## src/rtl/delay_generator_prog.sv

```systemverilog
// rtl/delay_generator_prog.sv - programmable fixed/random ms delay timer for the reaction-timer datapath
// Times from a start rising edge to expiry; the target comes from FIXED_MS or an LFSR-derived value in [MIN_MS, MAX_MS].
module delay_generator_prog #(
  parameter int          CNT_W     = 14,
  parameter int          FIXED_MS  = 1500,
  parameter int          MIN_MS    = 1000,
  parameter int          MAX_MS    = 4000,
  parameter logic [15:0] LFSR_SEED = 16'hACE1,
  parameter bit          RETRIGGER = 1'b0
) (
  input  logic             clk_1ms,
  input  logic             reset,
  input  logic             start,
  input  logic             abort,
  input  logic             mode,
  output logic             busy,
  output logic             done,
  output logic             done_pulse,
  output logic [CNT_W-1:0] target_ms,
  output logic [CNT_W-1:0] elapsed_ms
);

  typedef enum logic [1:0] {ST_IDLE, ST_COUNT, ST_DONE} state_t;

  localparam int unsigned SPAN   = MAX_MS - MIN_MS;
  localparam int unsigned MASK_K = $clog2(SPAN + 1);
  localparam logic [31:0] MASK   = (32'd1 << MASK_K) - 32'd1;
  localparam logic [CNT_W-1:0] FIXED_T = CNT_W'(FIXED_MS);

  state_t           state_q, state_d;
  logic [CNT_W-1:0] count_q, count_d;
  logic [CNT_W-1:0] target_q, target_d;
  logic [15:0]      lfsr_q, lfsr_d;
  logic             start_q, start_d;
  logic             armed_q, armed_d;
  logic             pulse_q, pulse_d;
  logic             launch;
  logic [31:0]      rand_r;
  logic [CNT_W-1:0] rand_target;
  logic [CNT_W-1:0] load_target;

  always_ff @(posedge clk_1ms or negedge reset) begin
    if (!reset) begin
      state_q  <= ST_IDLE;
      count_q  <= '0;
      target_q <= '0;
      lfsr_q   <= LFSR_SEED;
      start_q  <= 1'b0;
      armed_q  <= 1'b0;
      pulse_q  <= 1'b0;
    end else begin
      state_q  <= state_d;
      count_q  <= count_d;
      target_q <= target_d;
      lfsr_q   <= lfsr_d;
      start_q  <= start_d;
      armed_q  <= armed_d;
      pulse_q  <= pulse_d;
    end
  end

  // Fold the masked LFSR value back into [0, SPAN] so every target stays in range.
  always_comb begin
    rand_r = {16'd0, lfsr_q} & MASK;
    if (rand_r > SPAN) begin
      rand_r = rand_r - (SPAN + 32'd1);
    end
    rand_target = CNT_W'(32'(MIN_MS) + rand_r);
  end

  always_comb begin
    start_d     = start;
    // A start level already high out of reset must drop once before it can launch.
    armed_d     = armed_q | ~start;
    launch      = start & ~start_q & armed_q;
    lfsr_d      = {lfsr_q[14:0], lfsr_q[15] ^ lfsr_q[13] ^ lfsr_q[12] ^ lfsr_q[10]};
    load_target = mode ? rand_target : FIXED_T;
    state_d     = state_q;
    count_d     = count_q;
    target_d    = target_q;
    pulse_d     = 1'b0;
    case (state_q)
      ST_IDLE: begin
        if (!abort && launch) begin
          state_d  = ST_COUNT;
          count_d  = CNT_W'(1);
          target_d = load_target;
        end
      end
      ST_COUNT: begin
        if (abort) begin
          state_d  = ST_IDLE;
          count_d  = '0;
          target_d = '0;
        end else if (launch && RETRIGGER) begin
          count_d  = CNT_W'(1);
          target_d = load_target;
        end else if (count_q == target_q) begin
          state_d = ST_DONE;
          pulse_d = 1'b1;
        end else begin
          count_d = count_q + CNT_W'(1);
        end
      end
      ST_DONE: begin
        if (abort) begin
          state_d  = ST_IDLE;
          count_d  = '0;
          target_d = '0;
        end else if (launch) begin
          state_d  = ST_COUNT;
          count_d  = CNT_W'(1);
          target_d = load_target;
        end
      end
      default: begin
        state_d  = ST_IDLE;
        count_d  = '0;
        target_d = '0;
      end
    endcase
  end

  assign busy       = (state_q == ST_COUNT);
  assign done       = (state_q == ST_DONE);
  assign done_pulse = pulse_q;
  assign target_ms  = target_q;
  assign elapsed_ms = count_q;

endmodule

```

## config.mk

```make
export PLATFORM = sky130hd
export DESIGN_NAME = delay_generator_prog
export DESIGN_NICKNAME = d
export VERILOG_FILES = /design/src/rtl/delay_generator_prog.sv
export SDC_FILE = /design/constraint.sdc
export NUM_CORES = 1
export LEC_CHECK = 0
export CAP_MARGIN = 30
export CORE_MARGIN = 4
export CORE_UTILIZATION = 45
export CTS_BUF_LIST = sky130_fd_sc_hd__clkbuf_8
export CTS_CLUSTER_DIAMETER = 50
export DETAILED_ROUTE_END_ITERATION = 16
export PLACE_DENSITY = 0.72
export SYNTH_ARGS = -nofsm -noshare
export SYNTH_HDL_FRONTEND = slang
export SYNTH_SLANG_ARGS = --single-unit
```

## constraint.sdc

```tcl
create_clock -name clk_1ms -period 3 [get_ports clk_1ms]
set_input_delay 0.3 -clock clk_1ms [delete_from_list [all_inputs] [get_ports clk_1ms]]
set_output_delay 0.3 -clock clk_1ms [all_outputs]
set_load 0.005 [all_outputs]
```

==> results.cfg, run 1 <==
[critical_path]
cp-start-kind = flip-flop
slowest_delay_ps = 570
worstSetupStartpoint = lfsr_q[0]$_DFF_PN1_
crit_slowest_cell = dfstp_2
path_buf_inv = 2
r2r_end = target_ms[7]$_DFFE_PN0P_
worstReg2RegStart = lfsr_q[0]$_DFF_PN1_
critical_path.top_delay_family = simple AND/OR/NAND/NOR gates
arrival_ps = 2840
cp.depth = 13
rr_worst_depth = 13
worst-r2r-setup-slack_ps = 360
cp.required_ps = 3200
endpoint_kind = flip-flop
crit_end = target_ms[7]$_DFFE_PN0P_
path_cells = inv_1, ha_1, nand2b_2, a21oi_4, nor2_1, buf_4, nand2_1, xnor2_1, ha_1, nor3_1, xnor2_1, a21oi_1, a21o_1
path_class = flip-flop to flip-flop
crit_fanout = 6

[timing]
min_period_over_period = 0.8816
slew_headroom = 0.6215
hold_viol_final = 0
finalClockSkew_ps = 13.56
slew_viol_final = 0
tns_ps = 0
rsz0062_at_grt = no
fmax_mhz = 378.1
tightest_slew_ps = 560.6
setup_viol = 0
period_needed_ps = 2645

[clock_tree]
postCtsHoldBufs = 1
cts_resized = 0
clk_pin_slew_ps = 90
post_cts_buffers = 0
clock_latency_ps = 300
root_buffer = clkbuf_8
clockBufferDepth = 2
cts_buffers = 5
ctsHtreeMaxLevel = 2
cts_tree = built
clock_sinks = 49

[global_route]
grt_pass1_vias = 2205
grt_max_degree = 33
grt_pass1_wl_um = 10120
met1_usage = 0.2066
grt_overflow = 0
grt_use_total = 0.1737
grtUsageMet2 = 0.2925
antenna_found_initial = 0
met3_usage = 0.04711
top_usage_layer = met2

[cells_and_area]
fin_area_sq_um = 3192
antenna_cells = 0
n_fill_cell = 526
syn2layout_area_growth_pct = 20.44
drive_gt1_frac = 0.09346
fin_cells = 393
ff_latch_area_sq_um = 1236
multi_input_area_sq_um = 1334
final_nets = 329

[route]
vias = 2197
final_antenna_net_count = 0
dr.first_iter.drc_count = 174
post_drt_wl_per_cell_um = 14.82
drt-pass1-iter-count = 5
postRouteWirelength_um = 5823
avgViaCountPerCell = 5.590
drc = 0

[yosys]
synthesis.nets = 290
netlist_instances = 281
synth_flop_cell = dfrtp_1
syn_area_sq_um = 2650
avgSynthCellArea_sq_um = 9.431
synth_edf_count = 0
ys_warn_count = 0
muxShareOfSynthArea = 0
synth_top_family_by_area = simple AND/OR/NAND/NOR gates
ys_types = 51
synth-xor-area-share = 0.1058
synth_simple_gate_area_frac = 0.1992
synth_fa_ha_area_frac = 0.01889
ys_ff_latch = 49
synth-compound-area-share = 0.1794
ys_seq_area_frac = 0.4665
synthArstFlopShare = 1.000

[flow_run]
cap_violations = 0

[pwr]
p_leak_uw = 0.001387
peakVddDrop_v = 0.0002972
power.density_nw_per_um2 = 541.9
seqPwrFrac = 0.479
p_sw_frac = 0.3342
p_clk_frac = 0.211
switchingPower_uw = 578.0
p_int_uw = 1152
p_comb_frac = 0.310

[placement]
portBuffers = 35
dp_cells = 384
dpl_cell_area_sq_um = 3100
routabilityCongestion = 0.8731
dpl.hpwl_um = 4479

[die]
ioPinCount = 36
core_sq_um = 5608
die_y_um = 84.74
die_area_sq_um = 7181
rows = 27
initial_utilization = 0.4726
die_w_um = 84.74

[worst_hold_path]
hold_path.class = flip-flop to flip-flop

[outcome]
outcome = complete, no violations
## synth_stat cells, types with 4 or more instances
| cell | n | share of area |
|---|---|---|
| nor3_1 | 6 | 0.011 |
| a31oi_1 | 7 | 0.017 |
| nand4_1 | 5 | 0.012 |
| clkbuf_1 | 6 | 0.0085 |
| nor2_1 | 18 | 0.025 |
| a21oi_1 | 14 | 0.026 |
| inv_1 | 10 | 0.014 |
| xnor2_1 | 13 | 0.043 |
| nand3_1 | 11 | 0.021 |
| ha_1 | 4 | 0.019 |
| xor2_1 | 19 | 0.063 |
| o21ai_0 | 28 | 0.053 |
| nand2_1 | 29 | 0.041 |
| and3_1 | 4 | 0.0094 |
| or3_1 | 5 | 0.012 |
| dfstp_2 | 8 | 0.079 |
| dfrtp_1 | 41 | 0.39 |
| nor4_1 | 6 | 0.014 |
## logic make-up (layout without fill, tap and decap cells)
kind of cell | after synthesis | in the layout
adders and majority gates | 4 | 4
buffers and inverters | 20 | 60
xor gates and xnor gates | 32 | 32
AOI/OAI and AO/OA | 74 | 74
DFF | 49 | 49
and+or+nand+nor | 102 | 102
## final cells by class
class | count | share of cell area
multi-input combinational | 212 | 0.4179
sequential | 49 | 0.3873
timing repair buffer | 42 | 0.1294
tap | 72 | 0.02822
clock buffer | 5 | 0.02156
inverter | 10 | 0.01176
clock inverter | 3 | 0.003920
## worst min path at each step
stage / start / to / slack [ps] / depth (start not counted)
floorplan: reset / armed_q$_DFF_PN0_ / 4 / 0
global placement: lfsr_q[14]$_DFF_PN0_ / lfsr_q[15]$_DFF_PN1_ / 340 / 0
detailed placement: reset / elapsed_ms[3]$_DFFE_PN0P_ / 260 / 1
CTS: lfsr_q[14]$_DFF_PN0_ / lfsr_q[15]$_DFF_PN1_ / 370 / 0
global route: lfsr_q[14]$_DFF_PN0_ / lfsr_q[15]$_DFF_PN1_ / 390 / 0
finish: lfsr_q[14]$_DFF_PN0_ / lfsr_q[15]$_DFF_PN1_ / 360 / 0
## state kept, by name, summed over array words and instances (netlist names)
name,count
lfsr_q,16
elapsed_ms,14
target_ms,14
state_q,2
armed_q,1
done_pulse,1
start_q,1
## per-layer routing
metal | share of wire | wire [um] | up-vias
li1 | - | - | 1088
met1 | 0.43 | 2517 | 1037
met2 | 0.49 | 2880 | 58
met3 | 0.050 | 294 | 14
met4 | 0.022 | 131 | 0
met5 | 0 | 0 | -
## cell usage in the layout (no fill, tap or decap), drive strengths merged, types with 6 or more instances in the layout
cell type | Yosys | final
nor3 | 6 | 6
clkdlybuf4s50 | 0 | 34
o21ai | 31 | 31
inv | 10 | 12
nor4 | 6 | 6
xnor2 | 13 | 13
a31oi | 7 | 7
dfrtp | 41 | 41
nand2 | 29 | 29
dfstp | 8 | 8
or3 | 6 | 6
buf | 3 | 7
nand3 | 11 | 11
xor2 | 19 | 19
a21oi | 15 | 15
nor2 | 18 | 18
## power by group through the flow
stage / Clock [uW] / Sequential, uW / Combinational, uW
floorplan: 0 / 814 / 287
global placement: 0 / 841 / 525
detailed placement: 0 / 843 / 537
CTS: 381 / 830 / 539
global route: 407 / 845 / 604
finish: 366 / 829 / 535
## metrics by stage
| step | hold slack, ps | setup slack (ps) | power [uW] | util |
|---|---|---|---|---|
| final | 364.1 | 355.2 | 1730 | 0.5692 |
| after global routing | 387.6 | 90.27 | 1856 | 0.5692 |
| after CTS | 365.9 | 339.6 | 1750 | 0.5692 |
| after detailed placement | 258.3 | 335.8 | 1381 | 0.5529 |
| after global placement | 337.0 | 394.4 | 1366 | 0.5493 |
| after floorplan | 4.409 | 464.4 | 1101 | - |
Power figures use the tool's default switching activity.
==> inputs of run 2 (changes only) <==
Settings changed: CORE_ASPECT_RATIO from default to 0.8.
==> run 2 against run 1 <==
Clock skew fell by 3.1 ps. Count of clock-buffer cells in the layout grew 1. Sequential share of layout area fell by 0.73 points. Via count rose by 3.5%. Clock power up 35%. Routed wire length is 7.2% higher. Core utilization is 1.3 points higher. Fmax fell by 2.6%. Worst setup slack got worse by 71 ps. Global-route usage grew 1.3 points. Die area grew 0.11%. Sequential power hardly changed.
==> results.cfg, run 2 (synthesized netlist as in run 1, its figures left out) <==
[outcome]
outcome = complete, no violations

[die]
die_y_um = 76.64
initial_utilization = 0.4745
die_area_sq_um = 7188
rows = 24
die_w_um = 93.80
ioPinCount = 36
core_sq_um = 5585

[placement]
routabilityCongestion = 0.8416
dpl.hpwl_um = 4653
portBuffers = 35

[timing]
rsz0062_at_grt = no
slew_viol_final = 0
hold_viol_final = 0
setup_viol = 0
period_needed_ps = 2716
tightest_slew_ps = 591.3
finalClockSkew_ps = 10.46
tns_ps = 0
min_period_over_period = 0.9054
slew_headroom = 0.6008
fmax_mhz = 368.2

[route]
drt-pass1-iter-count = 4
avgViaCountPerCell = 5.668
postRouteWirelength_um = 6244
post_drt_wl_per_cell_um = 15.57
vias = 2273
dr.first_iter.drc_count = 159
final_antenna_net_count = 0
drc = 0

[critical_path]
path_class = flip-flop to flip-flop
slowest_delay_ps = 580
crit_fanout = 6
cp.required_ps = 3150
r2r_end = target_ms[11]$_DFFE_PN0P_
worstSetupStartpoint = lfsr_q[0]$_DFF_PN1_
cp.depth = 12
endpoint_kind = flip-flop
arrival_ps = 2860
cp-start-kind = flip-flop
worst-r2r-setup-slack_ps = 280
cpMostUsedCell = ha_1
path_buf_inv = 1
crit_slowest_cell = dfstp_2
critical_path.top_delay_family = simple AND/OR/NAND/NOR gates
rr_worst_depth = 12
path_cells = inv_1, ha_1, nand2b_2, a21oi_4, nor2_1, nand3_1, xnor2_1, ha_1, nor3_1, nand4_1, nand4b_1, o311ai_0
crit_end = target_ms[11]$_DFFE_PN0P_
worstReg2RegStart = lfsr_q[0]$_DFF_PN1_

[cells_and_area]
max_flop_register = lfsr_q
syn2layout_area_growth_pct = 22.76
final_nets = 331
layout_common_cells = dfrtp_1, clkdlybuf4s50_1, nand2_1
drive_gt1_frac = 0.1053
layout_commonest_cell = dfrtp_1
largest_register_ffs = 16
antenna_cells = 0

[worst_hold_path]
min-delay-start = lfsr_q[14]$_DFF_PN0_
hold_path.class = flip-flop to flip-flop

[global_route]
grt_max_degree = 35
grt_overflow = 0
antenna_found_initial = 0
grt_pass1_wl_um = 10760
grt_use_total = 0.1868
grt_pass1_vias = 2154

[pwr]
power.density_nw_per_um2 = 578.0
p_leak_uw = 0.001403
peakVddDrop_v = 0.0002871
power_uw = 1880

[clock_tree]
cts_buffers = 5
cts_tree = built
clk_pin_slew_ps = 90
clockBufferDepth = 2
ctsHtreeMaxLevel = 2
clock_latency_ps = 300
clock_sinks = 49
root_buffer = clkbuf_8

[flow_run]
cap_violations = 0
run 2: cell count changes in the layout (fill, tap and decap cells not counted):
cell	delta
buf_4	+2
clkinvlp_4	+1
inv_1	-2
clkbuf_8	+1
bufinv_16	+1
clkinv_2	-1
run 2: worst min-delay path by stage:
| stage | to | slack, ps | depth (start not counted) |
|---|---|---|---|
| 2_1_floorplan | armed_q$_DFF_PN0_ | 4 | 0 |
| 3_3_place_gp | lfsr_q[15]$_DFF_PN1_ | 340 | 0 |
| 3_5_place_dp | lfsr_q[1]$_DFF_PN0_ | 220 | 1 |
| 4_1_cts | lfsr_q[15]$_DFF_PN1_ | 360 | 0 |
| 5_1_grt | lfsr_q[15]$_DFF_PN1_ | 380 | 0 |
| 6_report | lfsr_q[15]$_DFF_PN1_ | 350 | 0 |
run 2: layer usage:
metal  track usage  vias to the layer above  wire length, um
met1        0.2879                     1097             3069
met4       0.05772                        0               79
met3       0.04146                        9              457
met5             0                        -                0
li1              -                     1090                -
met2        0.2580                       77             2637
run 2: what timing repair did:
action | CTS | global route
endpoints found under the hold margin | 13 | 0
setup buffers | 0 | 0
gates resized for setup | 0 | 0
hold buffers | 1 | 0
run 2: metrics by stage:
stage,cell area [sq um],util,worst slack [ps],std cells,hold WS (ps)
CTS,3253,0.5824,295.8,401,357.8
global route,3253,0.5824,74.73,401,378.5
floorplan,2650,-,464.4,281,4.409
detailed placement,3123,0.5591,303.4,392,223.0
finish,3253,0.5824,283.8,401,354.4
global placement,3103,0.5556,409.6,391,335.5
run 2: final cells by class:
class	count	area [sq um]
clock buffers	6	82.58
clock inverters	2	37.54
multi-input cells	212	1334
fillers	482	2332
flip-flops and latches	49	1236
well taps	78	97.59
inverters	10	37.54
repair buffers	44	427.9
run 2: power breakdown:
group | total (uW) | switching [uW] | internal (uW) | leakage, uW
clock network | 494 | 223 | 271 | 0.0000574
registers | 828 | 97.2 | 731 | 0.000636
logic | 558 | 288 | 270 | 0.000709
total | 1880 | 608 | 1270 | 0.00140
==> variant 1, RTL diff (flow settings as in run 2) <==
Put a register stage on the outputs `busy` and `done`, cleared by the reset. The values now appear one clock later. The other outputs are not delayed to match.
--- a/src/rtl/delay_generator_prog.sv
+++ b/src/rtl/delay_generator_prog.sv
@@ -121,8 +121,15 @@
     endcase
   end
 
-  assign busy       = (state_q == ST_COUNT);
-  assign done       = (state_q == ST_DONE);
+  always_ff @(posedge clk_1ms or negedge reset) begin
+    if (!reset) begin
+      busy <= '0;
+      done <= '0;
+    end else begin
+      busy <= (state_q == ST_COUNT);
+      done <= (state_q == ST_DONE);
+    end
+  end
   assign done_pulse = pulse_q;
   assign target_ms  = target_q;
   assign elapsed_ms = count_q;
Formal check against the unedited RTL: not equivalent (Yosys sat finds a counterexample within 4 cycles, from zero or initial values and one cycle with reset low).
==> variant 1 against run 2 <==
  * Routed wire length is 2.5% lower
  * First-iteration DRC count decreased by 21%
  * Sequential cell count grew 2
  * Setup slack worse by 110 ps
  * Design area decreased by 0.35%
  * Synthesized area up 0.24%
  * Via count decreased by 6.6%
Power is not compared: it rests on default switching activity, and its combinational part moved more than twofold at a synthesized area within 25%.
==> variant 1: results (changes against run 2) <==
Outcome
The flow ran to the end, and the final reports show no timing, DRC or antenna violations.

Global routing
The number of global-route vias before repair came to 2144 (-0.46%). The first-pass GRT wire length came to 10600 microns (-1.7%). The pin count of the biggest net entering global routing is 32 (-8.6%). The total global-route track usage is 0.185 (-0.00220).

CTS
The root cell of the clock tree is clkbuf_8. The latest clock arrival within the worst-skew pair is 320 ps (+20 ps).

Yosys
The synthesized net count is 280 (-3.4%). The register area share after synthesis was 0.484 (+0.0177). The share of synthesized flip-flops with an asynchronous set or reset was 1.00 (unchanged). The commonest cells after synthesis are dfrtp_1 (43), nor2_1 (27), nand2_1 (26).

The count of cell types in the netlist came to 43 (-16%). In the post-synthesis netlist, the biggest area contributors are dfrtp_1 (41%), dfstp_2 (7.9%), xnor2_1 (6.6%).

Route
The per-cell via count in the routed design is 5.43 (-4.2%). The number of violations reported at the end of detailed-routing iteration 0 is 126 (-21%). The final routed wirelength across all metal layers came to 6090 microns (-2.5%).

STA
The post-route worst hold slack came to 353 ps (-1.29 ps). The transition at the pin with the smallest max-transition slack came to 505 ps (-86.7 ps). The worst setup skew after layout was 14.3 ps (+3.88 ps).

Finish
The share of layout cells above drive strength 1 was 0.0990 (-0.00622). The number of filler instances in the final layout is 491 (+1.9%). The net count of the finished layout was 322 (-2.7%). The diode insertion count for antenna repair is 0 (unchanged). The number of flip-flops in the largest register is 16 (unchanged).

Placement
The final HPWL from detailed placement is 4550 microns (-2.3%). The placed instance area came to 3130 sq um (about the same). The count of buffers from port buffering came to 35 (unchanged). The final RePlAce weighted congestion is 0.840 (-0.23%).

Worst setup path
The arrival time at the worst endpoint is 3040 ps (+180 ps). The minimum setup slack among reg-to-reg paths is 180 ps (-110 ps). The maximum fanout along the worst path was 4 (-2).
## variant 1: changes by cell type after synthesis, sizes merged, moves of 3 or more
cell          run 2  this run
nor2             18        27
nor2b             1         4
nor4              6         9
a31oi             7         2
nand2            29        26
nor3              6        12
a221o             0         3
o21ai            31        15
inv              10        14
xnor2            13        20
or3               6         1
## variant 1: path summary, 6_finish.rpt
check	from	endpoint	cells after the start
worst min register to register	lfsr_q[14]	lfsr_q[15]	0
worst max register to register	lfsr_q[0]	target_ms[7]	10
max in group asynchronous	reset	lfsr_q[5]	3
worst max-delay path	lfsr_q[0]	target_ms[7]	10
min in group asynchronous	reset	busy	2
worst min-delay path	lfsr_q[14]	lfsr_q[15]	0
## variant 1: kinds of logic after synthesis
family / Yosys count / share of synthesized area
and+or+nand+nor: 106 / 0.211
DFF: 51 / 0.484
AOI/OAI and AO/OA: 50 / 0.125
xor gates and xnor gates: 39 / 0.129
buffers and inverters: 20 / 0.0287
adders and majority gates: 4 / 0.0188
muxes: 1 / 0.00377
## variant 1: layout make-up
class	instances	area share
flip-flops and latches	51	0.397
clock buffers	5	0.0212
clock inverters	2	0.0116
inverters	14	0.0162
well taps	78	0.0301
repair buffers	41	0.125
multi-input cells	200	0.399
## variant 1: report_power, final
group / internal, mW / switching (mW) / total, mW
sequential: 0.724 / 0.0486 / 0.772
clock: 0.244 / 0.232 / 0.476
combinational: 0.121 / 0.107 / 0.228
## variant 1: metrics by stage
step | setup slack [ps] | power (mW) | cells | util
2_1_floorplan | 440 | 0.881 | 271 | -
3_3_place_gp | 342 | 1.01 | 382 | 0.556
3_5_place_dp | 170 | 1.01 | 383 | 0.560
4_1_cts | 188 | 1.49 | 391 | 0.580
5_1_grt | 29.0 | 1.55 | 391 | 0.580
6_report | 176 | 1.48 | 391 | 0.580
## variant 1: timing repair
action | in CTS | in global routing
hold buffers | 1 | 0
endpoints found under the hold margin | 12 | 0
buffers inserted | 0 | 0
resized for setup | 0 | 0
## variant 1: per-layer routing
metal | up-vias | wire length (microns) | GRT usage
li1 | 1030 | - | -
met1 | 1030 | 3110 | 0.279
met2 | 54 | 2510 | 0.255
met3 | 10 | 376 | 0.0499
met4 | 0 | 91 | 0.0577
met5 | - | 0 | 0
## variant 1: worst max-delay path, cell delays in order (launching register included)
cell	delay [ps]
dfstp_2	560
inv_1	80
ha_1	210
nor3b_1	160
o31ai_1	450
nand3_1	170
xnor2_1	160
ha_1	250
nor4_2	320
xnor2_1	100
a221o_1	290
==> variant 2, RTL diff (flow settings as in run 2) <==
Without the edit above. `RETRIGGER`: 1'b0 -> 1'b1.
--- a/src/rtl/delay_generator_prog.sv
+++ b/src/rtl/delay_generator_prog.sv
@@ -6,7 +6,7 @@
   parameter int          MIN_MS    = 1000,
   parameter int          MAX_MS    = 4000,
   parameter logic [15:0] LFSR_SEED = 16'hACE1,
-  parameter bit          RETRIGGER = 1'b0
+  parameter bit          RETRIGGER = 1'b1
 ) (
   input  logic             clk_1ms,
   input  logic             reset,
Function: changed (Yosys sat finds a counterexample within 10 cycles, from zero or initial values and one cycle with reset low).
==> variant 2 against run 2 <==
  * The run now ends with hold timing left
  * Utilization fell by 3.8 points
  * Routed wire length rose by 21%
  * Synthesized area increased by 11%
  * Final cell count up 7.2%
  * Setup slack worse by 7.7 ps
  * Power fell by 5.3%
  * Sequential share of layout area decreased by 2.4 points
  * Sequential cell count is the same
  * Design area is 6.7% higher
  * Die area is 10% higher
  * Critical path type unchanged
==> variant 2: results (changes against run 2) <==
Finish
The share of layout cells above drive strength 1 was 0.116 (+0.0103). The net count of the finished layout is 358 (+8.2%). More flip-flops sit in one register than any other, and that register is lfsr_q. The number of filler instances in the final layout is 603 (+25%). The number of flip-flops in the largest register is 16 (unchanged).

Outcome
The flow ran to the end, but the final reports show violations. The checks that failed: hold timing.

STA
The count of final hold-check violations is 5 (+5). The worst-case headroom to the max-slew limit is 0.338 (-0.263). The post-route worst hold slack is -1.57 ps (-356 ps). The worst setup skew after layout was 11.6 ps (+1.15 ps).

Route
The per-cell via count in the routed design is 5.95 (+4.9%). The wire length per cell is 17.6 microns (+13%). The count of TritonRoute iterations in the first routing pass is 5 (+1). The number of violations reported at the end of detailed-routing iteration 0 is 207 (+30%).

Placement
The final HPWL from detailed placement is 5680 microns (+22%). The final RePlAce weighted congestion is 0.977 (+16%). The count of buffers from port buffering is 35 (unchanged).

Power
The sequential power is 807 uW (-2.5%). The share of total power in the clock network is 0.220 (-0.043). The static leakage power is 1.53 nW (+9.2%). The design internal power is 1.15 mW (-9.7%). The worst vdd rail ir drop is 0.000289 V (+0.64%). The combinational share of power is 0.326 (+0.029).

Floorplan
The width of the chip is 98.5 microns (+5.1%).

Yosys
The register area share after synthesis is 0.419 (-0.0477). The count of cell types in the netlist came to 59 (+16%). Ranked by total cell area, the synthesized netlist is headed by dfrtp_1 (35%), dfstp_2 (7.1%), xor2_1 (5.0%). The synthesized net count is 323 (+11%). In the synthesized netlist, the cells that appear most often are dfrtp_1 (41), nand2_1 (28), o21ai_0 (26).

CTS
The number of post-CTS setup repair buffers is 0 (unchanged). The clock-pin slew on the worst setup and hold paths is 90 ps (about the same).

Worst setup path
The arrival time at the worst endpoint was 2910 ps (+50 ps). The worst setup path is captured at a register. The library cell contributing the largest single delay on the critical path is dfstp_2.

Global routing
The pin count of the biggest net entering global routing came to 26 (-26%). The first-pass GRT wire length is 12700 microns (+18%). The number of global-route vias before repair is 2497 (+16%). The total global-route track usage is 0.199 (+0.0125).

Min path
The worst hold path class is input port to async pin.
[variant 2: cells by family after synthesis]
| logic type | Yosys count | synth area share |
|---|---|---|
| muxes | 1 | 0.00339 |
| adders and majority gates | 8 | 0.0339 |
| xor gates and xnor gates | 27 | 0.0801 |
| AOI/OAI and AO/OA | 83 | 0.206 |
| buffers and inverters | 24 | 0.0382 |
| DFF | 49 | 0.419 |
| and+or+nand+nor | 118 | 0.220 |
[variant 2: through the flow]
step	util	area [sq um]	cells	hold slack [ps]	worst slack, ps
6_report	0.544	3470	430	-1.57	276
3_3_place_gp	0.530	3380	422	330	371
5_1_grt	0.544	3470	430	41.8	92.3
2_1_floorplan	-	2950	310	4.41	458
4_1_cts	0.544	3470	430	18.8	283
3_5_place_dp	0.530	3380	422	345	309
[variant 2: final timing paths]
check / from / cells after the start / endpoint / slack (ps)
min: reset / 1 / elapsed_ms[11] / -2
max reg2reg: lfsr_q[0] / 11 / target_ms[11] / 280
max in group asynchronous: reset / 2 / lfsr_q[5] / 2230
min in group clk_1ms: lfsr_q[14] / 0 / lfsr_q[15] / 360
max: lfsr_q[0] / 11 / target_ms[11] / 280
min reg2reg: lfsr_q[14] / 0 / lfsr_q[15] / 360
[variant 2: cell type report]
class,count,area share
repair buffers,42,0.115
clock inverters,3,0.00649
well taps,84,0.0303
multi-input cells,237,0.462
inverters,10,0.0108
clock buffers,5,0.0198
flip-flops and latches,49,0.356
[variant 2: per-layer routing]
metal,GRT usage,share of wire,vias up
met3,0.0547,0.080,12
li1,-,-,1194
met1,0.301,0.48,1249
met5,0,0,-
met4,0.0518,0.013,0
met2,0.277,0.42,102
